--- config.mk ---
export PLATFORM = sky130hd
export DESIGN_NAME = input_request_controller
export DESIGN_NICKNAME = d
export VERILOG_FILES = /design/src/rtl/input_request_controller.sv
export SDC_FILE = /design/constraint.sdc
export NUM_CORES = 1
export LEC_CHECK = 0
export ABC_AREA = 0
export ABC_CLOCK_PERIOD_IN_PS = 1600
export CAP_MARGIN = 0
export CORE_ASPECT_RATIO = 0.8
export CORE_UTILIZATION = 38
export DETAILED_ROUTE_END_ITERATION = 16
export MAX_ROUTING_LAYER = met4
export PLACE_DENSITY = 0.79
export SETUP_SLACK_MARGIN = 0.4
export SYNTH_ARGS = -nofsm -noshare
export SYNTH_HDL_FRONTEND = slang
export SYNTH_SLANG_ARGS = --single-unit
--- constraint.sdc ---
create_clock -name clk -period 1.6 [get_ports clk]
set_input_delay 0.32 -clock clk [delete_from_list [all_inputs] [get_ports clk]]
set_output_delay 0.32 -clock clk [all_outputs]
set_load 0.02 [all_outputs]
--- src/rtl/input_request_controller.sv ---
// Input-instruction handshake: stalls the CPU, raises FLAG_input, captures the
// switch word on confirm and issues a single register-file write.
module input_request_controller #(
    parameter int SIGN_EXTEND = 0,
    parameter int ADDR_W      = 5
) (
    input  logic              clk,
    input  logic              rst_n,
    input  logic              in_req,
    input  logic [ADDR_W-1:0] in_dest,
    input  logic [15:0]       FPGA_input,
    input  logic              FPGA_input_confirm,
    output logic              FLAG_input,
    output logic              cpu_stall,
    output logic              rf_write,
    output logic [ADDR_W-1:0] rf_waddr,
    output logic [31:0]       rf_wdata,
    output logic              input_waiting
);

    typedef enum logic [2:0] {
        ST_IDLE         = 3'd0,
        ST_WAIT_CONFIRM = 3'd1,
        ST_WRITEBACK    = 3'd2,
        ST_RELEASE      = 3'd3,
        ST_DONE         = 3'd4
    } state_t;

    state_t            state_r;
    state_t            next_state_s;
    logic              flag_r;
    logic              rf_write_r;
    logic [ADDR_W-1:0] rf_waddr_r;
    logic [31:0]       rf_wdata_r;
    logic              cpu_stall_s;

    function automatic logic [31:0] extend_word(input logic [15:0] word);
        if (SIGN_EXTEND != 0) begin
            return {{16{word[15]}}, word};
        end else begin
            return {16'h0000, word};
        end
    endfunction

    // Next-state logic; an accepted request always runs to DONE.
    always_comb begin
        next_state_s = state_r;
        case (state_r)
            ST_IDLE: begin
                if (in_req) begin
                    next_state_s = ST_WAIT_CONFIRM;
                end else begin
                    next_state_s = ST_IDLE;
                end
            end
            ST_WAIT_CONFIRM: begin
                if (FPGA_input_confirm) begin
                    next_state_s = ST_WRITEBACK;
                end else begin
                    next_state_s = ST_WAIT_CONFIRM;
                end
            end
            ST_WRITEBACK: begin
                next_state_s = ST_RELEASE;
            end
            ST_RELEASE: begin
                if (FPGA_input_confirm) begin
                    next_state_s = ST_RELEASE;
                end else begin
                    next_state_s = ST_DONE;
                end
            end
            ST_DONE: begin
                next_state_s = ST_IDLE;
            end
            default: begin
                next_state_s = ST_IDLE;
            end
        endcase
    end

    // Stall covers the request cycle itself so the PC holds on the input instruction.
    always_comb begin
        cpu_stall_s = 1'b0;
        case (state_r)
            ST_IDLE:         cpu_stall_s = in_req;
            ST_WAIT_CONFIRM: cpu_stall_s = 1'b1;
            ST_WRITEBACK:    cpu_stall_s = 1'b1;
            ST_RELEASE:      cpu_stall_s = 1'b1;
            ST_DONE:         cpu_stall_s = 1'b0;
            default:         cpu_stall_s = 1'b0;
        endcase
    end

    // State register and registered outputs, decoded from the next state.
    always_ff @(posedge clk or negedge rst_n) begin
        if (!rst_n) begin
            state_r    <= ST_IDLE;
            flag_r     <= 1'b0;
            rf_write_r <= 1'b0;
            rf_waddr_r <= '0;
            rf_wdata_r <= 32'h0000_0000;
        end else begin
            state_r    <= next_state_s;
            flag_r     <= (next_state_s == ST_WAIT_CONFIRM);
            rf_write_r <= (next_state_s == ST_WRITEBACK);
            if ((state_r == ST_IDLE) && in_req) begin
                rf_waddr_r <= in_dest;
            end else begin
                rf_waddr_r <= rf_waddr_r;
            end
            if ((state_r == ST_WAIT_CONFIRM) && FPGA_input_confirm) begin
                rf_wdata_r <= extend_word(FPGA_input);
            end else begin
                rf_wdata_r <= rf_wdata_r;
            end
        end
    end

    assign FLAG_input    = flag_r;
    assign input_waiting = flag_r;
    assign rf_write      = rf_write_r;
    assign rf_waddr      = rf_waddr_r;
    assign rf_wdata      = rf_wdata_r;
    assign cpu_stall     = cpu_stall_s;

endmodule

==> reports/metrics.cfg, run 1 <==
[pwr]
powerDensity_nw_per_um2 = 2040
ir_worst_vdd_mv = 0.9679
p_leak_nw = 0.8856

[timing]
fin_ws_ns = 0.05798
hold_viol = 0
finalCritPeriodShare = 0.9638
setup_violations = 0
skew_ns = 0.008681
rsz0062_at_grt = true
timing.fmax_ghz = 0.6485
period_needed_ns = 1.542
slew_viol_final = 0

[worst_setup_path]
r2r_setup_slack_ns = 0.06
worst-path-buf-inv = 2
critPathArrivalTime_ns = 1.70
cp.required_ns = 1.75
slowest_delay_ns = 0.43
crit_chain = buf_6, nor4bb_4, buf_6, mux2_4
cp_slowest_cell = dfrtp_2
cp_max_fo = 6
cp-end-kind = flip-flop
path_common_cell = buf_6
startpoint_type = flip-flop
path_delay_family = flip-flops
criticalPathCategory = flip-flop to flip-flop

[global_route]
grtUsageMet1 = 0.1838
grt_overflow = 0
grt_pass1_wl_um = 3912
grt_max_degree = 16
grt_usage = 0.1653
globalRouteMet3Util = 0.03728
antenna_found_initial = 0
grt-busiest-layer = met2
grt_pass1_vias = 813
grtUsageMet2 = 0.2860

[floorplan]
dieArea_sq_um = 3367
die_w_um = 64.63
io_pins = 66
start_util = 0.4153
die_h_um = 52.10
coreArea_sq_um = 2872
rows = 17

[detailed_routing]
viasPerCell = 4.467
vias = 804
drtAntennaViolNets = 0
drt_iter0_drc = 12
firstDrtPassIters = 2
drc = 0
finalWirelength_um = 2508
avgRoutedWirePerCell_um = 13.93

[place]
pre_cts_ws_ns = -0.3093
io_buffers = 49
dp.cells = 173
place_area_sq_um = 1738
place_congestion = 0.7330
hpwlAfterDp_um = 1825

[finish]
syn2layout_area_growth_pct = 51.31
nNetsFinal = 168
nFillCells = 213
antennaDiodeCount = 0
fin_area_sq_um = 1804
layout.cells.non_filler = 180
drive_gt1_frac = 0.5000

[synthesis]
synth_top_family_by_area = multiplexers
seq_area_frac_synth = 0.5456
synth_xor_area_frac = 0.007345
synthSimpleGateAreaFrac = 0.05981
synth_top_area_share = 0.5456
synth-seq-cells = 26
synth_area_leader_cell = dfrtp_1
synthCells = 80
muxShareOfSynthArea = 0.2350
synth_area_sq_um = 1192
syn_area_per_cell_sq_um = 14.90
yosys-top-cells-area = dfrtp_1 (55%), buf_4 (12%), mux2_4 (11%)
yosys.cell_types.count = 15
synth_fa_ha_area_frac = 0
ys_warn_count = 0
synth_compound_area_frac = 0.01259

[clock_tree]
cts_tree = yes
numClockSinks = 26
clkSlewWorstSetupHoldPaths_ns = 0.09
clockBufferDepth = 2
cts_buffers = 3
root_buffer = clkbuf_8
postCtsHoldBufs = 0
cts_max_level = 1
clkLatencyLatePin_ns = 0.27

[status]
status = completed

[worst_hold_path]
hold_path.class = input pin to async pin

[flow_run]
maxCapViolCount = 0

final timing paths:
path                                              start                 endpoint  depth (start not counted)
worst min register to register  rf_wdata[7]$_DFFE_PN0N_  rf_wdata[7]$_DFFE_PN0N_                          1
worst min-delay path                              rst_n  rf_waddr[4]$_DFFE_PN0P_                          1
max in group asynchronous                         rst_n  rf_wdata[1]$_DFFE_PN0N_                          2
min in group clk                     FPGA_input_confirm     FLAG_input$_DFF_PN0_                          3
worst max-delay path               state_r[1]$_DFF_PN0_  rf_wdata[6]$_DFFE_PN0N_                          4
worst max register to register     state_r[1]$_DFF_PN0_  rf_wdata[6]$_DFFE_PN0N_                          4
metrics by stage:
step | TNS (ns) | util | power, mW | hold WS [ns]
2_1_floorplan | 0 | - | 2.334 | 0.02441
3_3_place_gp | -5.220 | 0.6052 | 3.117 | 0.4882
3_5_place_dp | -5.391 | 0.6052 | 3.183 | 0.4920
4_1_cts | 0 | 0.6100 | 3.583 | 0.2896
5_1_grt | -0.01638 | 0.6283 | 3.867 | 0.2869
6_report | 0 | 0.6283 | 3.681 | 0.2910
power breakdown:
group	switching (mW)	total, mW	internal, mW
logic	0.935	1.97	1.04
clock network	0.200	0.535	0.335
registers	0.186	1.17	0.986
worst reg2reg max path, delay by kind of cell (launching register included):
family,cells,cell delay (ns)
buffers and inverters,2,0.33
muxes,1,0.30
and+or+nand+nor,1,0.37
DFF,1,0.43
timing repair:
action                                  CTS  global route
setup buffers                             3             0
pin swaps                                 2             4
endpoints found under the setup margin   47            24
gates resized for setup                 107            13
layer usage:
| layer | vias to the layer above | routed length (um) | share of wire |
|---|---|---|---|
| met3 | 4 | 151 | 0.060 |
| met4 | 0 | 48 | 0.019 |
| met1 | 398 | 1026 | 0.41 |
| met2 | 40 | 1281 | 0.51 |
| met5 | - | 0 | 0 |
| li1 | 362 | - | - |
flip-flops by register name, indices dropped and copies added, names as in the netlist:
signal	count
rf_write	1
rf_wdata	16
state_r	3
rf_waddr	5
FLAG_input	1
placed cells by master, fill, tap and decap left out, types with 2 or more instances in the layout:
cell type and n:
buf_2 24, nor2_1 2, buf_6 6, conb_1 16, clkbuf_8 3, dfrtp_1 25
nand2b_1 2, clkdlybuf4s50_1 22, buf_4 6, mux2_4 21
final cells by class:
cell class	count	area [sq um]	share of cell area
sequential	26	651.9	0.3613
timing repair buffer	63	520.5	0.2885
multi-input combinational	49	513.0	0.2843
tap	38	47.55	0.02635
clock buffer	3	41.29	0.02288
clock inverter	1	30.03	0.01664
cells by family after synthesis:
logic type                Yosys count
other                               1
buffers and inverters              20
AOI/OAI and AO/OA                   2
muxes                              22
xor gates and xnor gates            1
and+or+nand+nor                     8
DFF                                26
Yosys cell counts:
| cell | number |
|---|---|
| xor2_1 | 1 |
| conb_1 | 1 |
| nor4b_4 | 1 |
| mux2_2 | 12 |
| nor2_1 | 2 |
| mux2i_1 | 1 |
| nor3_1 | 1 |
| buf_12 | 1 |
| and4bb_2 | 1 |
| nand2b_1 | 2 |
| dfrtp_1 | 26 |
| buf_4 | 19 |
| mux2_4 | 9 |
| nor4bb_1 | 1 |
| a211oi_1 | 2 |
Note: power is estimated with default switching activity, not from simulation.
==> run 2: changes to the inputs <==
--- a/config.mk
+++ b/config.mk
@@ -7,7 +7,7 @@
 export LEC_CHECK = 0
 export ABC_AREA = 0
 export ABC_CLOCK_PERIOD_IN_PS = 1600
-export CAP_MARGIN = 0
+export CAP_MARGIN = 20
 export CORE_ASPECT_RATIO = 0.8
 export CORE_UTILIZATION = 38
 export DETAILED_ROUTE_END_ITERATION = 16
==> results of run 2 <==
Same layout as run 1: the final DEF is identical, and so are final timing and power.
==> run 3: changes to the inputs <==
--- a/config.mk
+++ b/config.mk
@@ -11,8 +11,7 @@
 export CORE_ASPECT_RATIO = 0.8
 export CORE_UTILIZATION = 38
 export DETAILED_ROUTE_END_ITERATION = 16
-export MAX_ROUTING_LAYER = met4
-export PLACE_DENSITY = 0.79
+export PLACE_DENSITY_LB_ADDON = 0.1
 export SETUP_SLACK_MARGIN = 0.4
 export SYNTH_ARGS = -nofsm -noshare
 export SYNTH_HDL_FRONTEND = slang
==> run 3 against run 2 <==
Design area down 1.8%. First-iteration DRC count grew 17%. Utilization decreased by 1.1 points. Register-to-register slack gained 0.05 ns. Wire length down 1.4%. Clock-buffer cell count stayed put. Die area is the same. Clock skew rose by 0.0015 ns. Sequential power grew 3%. Critical endpoint is now rf_wdata[8]$_DFFE_PN0N_. Largest cell class unchanged. Largest power group unchanged. Highest routed layer unchanged.
==> reports/metrics.cfg, run 3 (synthesis gave the netlist of run 1 again) <==
[finish]
fin_area_sq_um = 1772
final_common_cell = dfrtp_1
largest_register_ffs = 16
syn2layout_area_growth_pct = 48.58
antennaDiodeCount = 0
post-route-util = 0.6170
nNetsFinal = 169
final_cell_mix = dfrtp_1 (24), buf_2 (23), clkdlybuf4s50_1 (22), mux2_4 (20), conb_1 (16)
drive_gt1_frac = 0.4965

[worst_hold_path]
hold_path.class = input pin to async pin

[detailed_routing]
viasPerCell = 4.365
drc = 0
m1WireLength_um = 1039
highest_layer = met4
finalWirelength_um = 2472
drtAntennaViolNets = 0
dr_wl_met3_um = 220
drt_iter0_drc = 14
avgRoutedWirePerCell_um = 13.66
firstDrtPassIters = 2
vias = 790
wl_met2_um = 1198

[worst_setup_path]
cp.required_ns = 1.76
cp_slowest_cell = dfrtp_2
path_delay_family = flip-flops
cp-end-kind = flip-flop
startpoint_type = flip-flop
cp_max_fo = 7
worst-path-buf-inv = 1
criticalPathCategory = flip-flop to flip-flop
critPathArrivalTime_ns = 1.66
crit_chain = nor4bb_4, buf_6, mux2_2
slowest_delay_ns = 0.47

[timing]
slew_viol_final = 0
finalCritPeriodShare = 0.9344
skew_ns = 0.01022
fin_ws_ns = 0.1050
hold_viol = 0
timing.fmax_ghz = 0.6689
period_needed_ns = 1.495
rsz0062_at_grt = true
setup_violations = 0

[clock_tree]
cts_buffers = 3
clkLatencyLatePin_ns = 0.27
clockBufferDepth = 2
numClockSinks = 26
clkSlewWorstSetupHoldPaths_ns = 0.09
cts_max_level = 1
root_buffer = clkbuf_8
cts_tree = yes

[flow_run]
maxCapViolCount = 0

[floorplan]
start_util = 0.4153
coreArea_sq_um = 2872
die_h_um = 52.10
die_w_um = 64.63
dieArea_sq_um = 3367
rows = 17
io_pins = 66

[pwr]
powerDensity_nw_per_um2 = 2040
p_leak_nw = 0.8686
ir_worst_vdd_mv = 1.006

[global_route]
grt_overflow = 0
grt_pass1_wl_um = 3795
antenna_found_initial = 0
grt_pass1_vias = 749
grt_max_degree = 27
grt_usage = 0.1539

[place]
pre_cts_ws_ns = -0.3250
place_congestion = 0.7823
place_area_sq_um = 1715
io_buffers = 49
hpwlAfterDp_um = 1685

[status]
status = completed

run 3: what timing repair did:
action                     CTS  global route
setup buffers                2             4
pin swaps                    3             2
setup endpoints to repair   47            27
gates resized for setup    110            11
hold buffers                 0             0
gates cloned                 0             1
run 3: worst register-to-register path, stage by stage, from the launching register on:
cell and delay, ns:
dfrtp_2 0.47, nor4bb_4 0.38, buf_6 0.20, mux2_2 0.34
run 3: path summary, 6_finish.rpt:
| path | slack (ns) | end | from | cells past startpoint |
|---|---|---|---|---|
| max in group asynchronous | 0.92 | state_r[2]$_DFF_PN0_ | rst_n | 2 |
| worst min register to register | 0.52 | rf_wdata[3]$_DFFE_PN0N_ | rf_wdata[3]$_DFFE_PN0N_ | 1 |
| min in group clk | 0.52 | rf_wdata[3]$_DFFE_PN0N_ | rf_wdata[3]$_DFFE_PN0N_ | 1 |
| worst max-delay path | 0.10 | rf_wdata[8]$_DFFE_PN0N_ | state_r[2]$_DFF_PN0_ | 3 |
| worst min-delay path | 0.41 | state_r[0]$_DFF_PN0_ | rst_n | 2 |
| worst max register to register | 0.10 | rf_wdata[8]$_DFFE_PN0N_ | state_r[2]$_DFF_PN0_ | 3 |
run 3: layout make-up:
| class | instances | area (sq um) |
|---|---|---|
| sequential | 26 | 653.1 |
| timing repair buffer | 64 | 503.0 |
| clock inverter | 1 | 30.03 |
| fill | 256 | 1100 |
| tap | 38 | 47.55 |
| clock buffer | 3 | 41.29 |
| multi-input combinational | 49 | 496.7 |
run 3: per-stage QoR:
step	std cells	TNS (ns)	hold slack (ns)	power, mW
after CTS	176	0	0.4185	3.476
after detailed placement	170	-5.664	0.4935	3.146
after floorplan	95	0	0.02441	2.334
after global routing	181	0	0.4199	3.826
after global placement	170	-5.210	0.4880	3.099
final	181	0	0.4068	3.615
run 3: where the power goes:
group	switching, mW	total [mW]	internal (mW)
Clock	0.196	0.531	0.335
Combinational	0.876	1.88	1.00
Sequential	0.216	1.21	0.989
Total	1.29	3.61	2.33
run 3: routing by layer:
metal  vias to the layer above  track usage
met2                        46       0.2474
met3                         2      0.05921
met1                       377       0.1969
met5                         -            0
met4                         0      0.03333
li1                        365            -
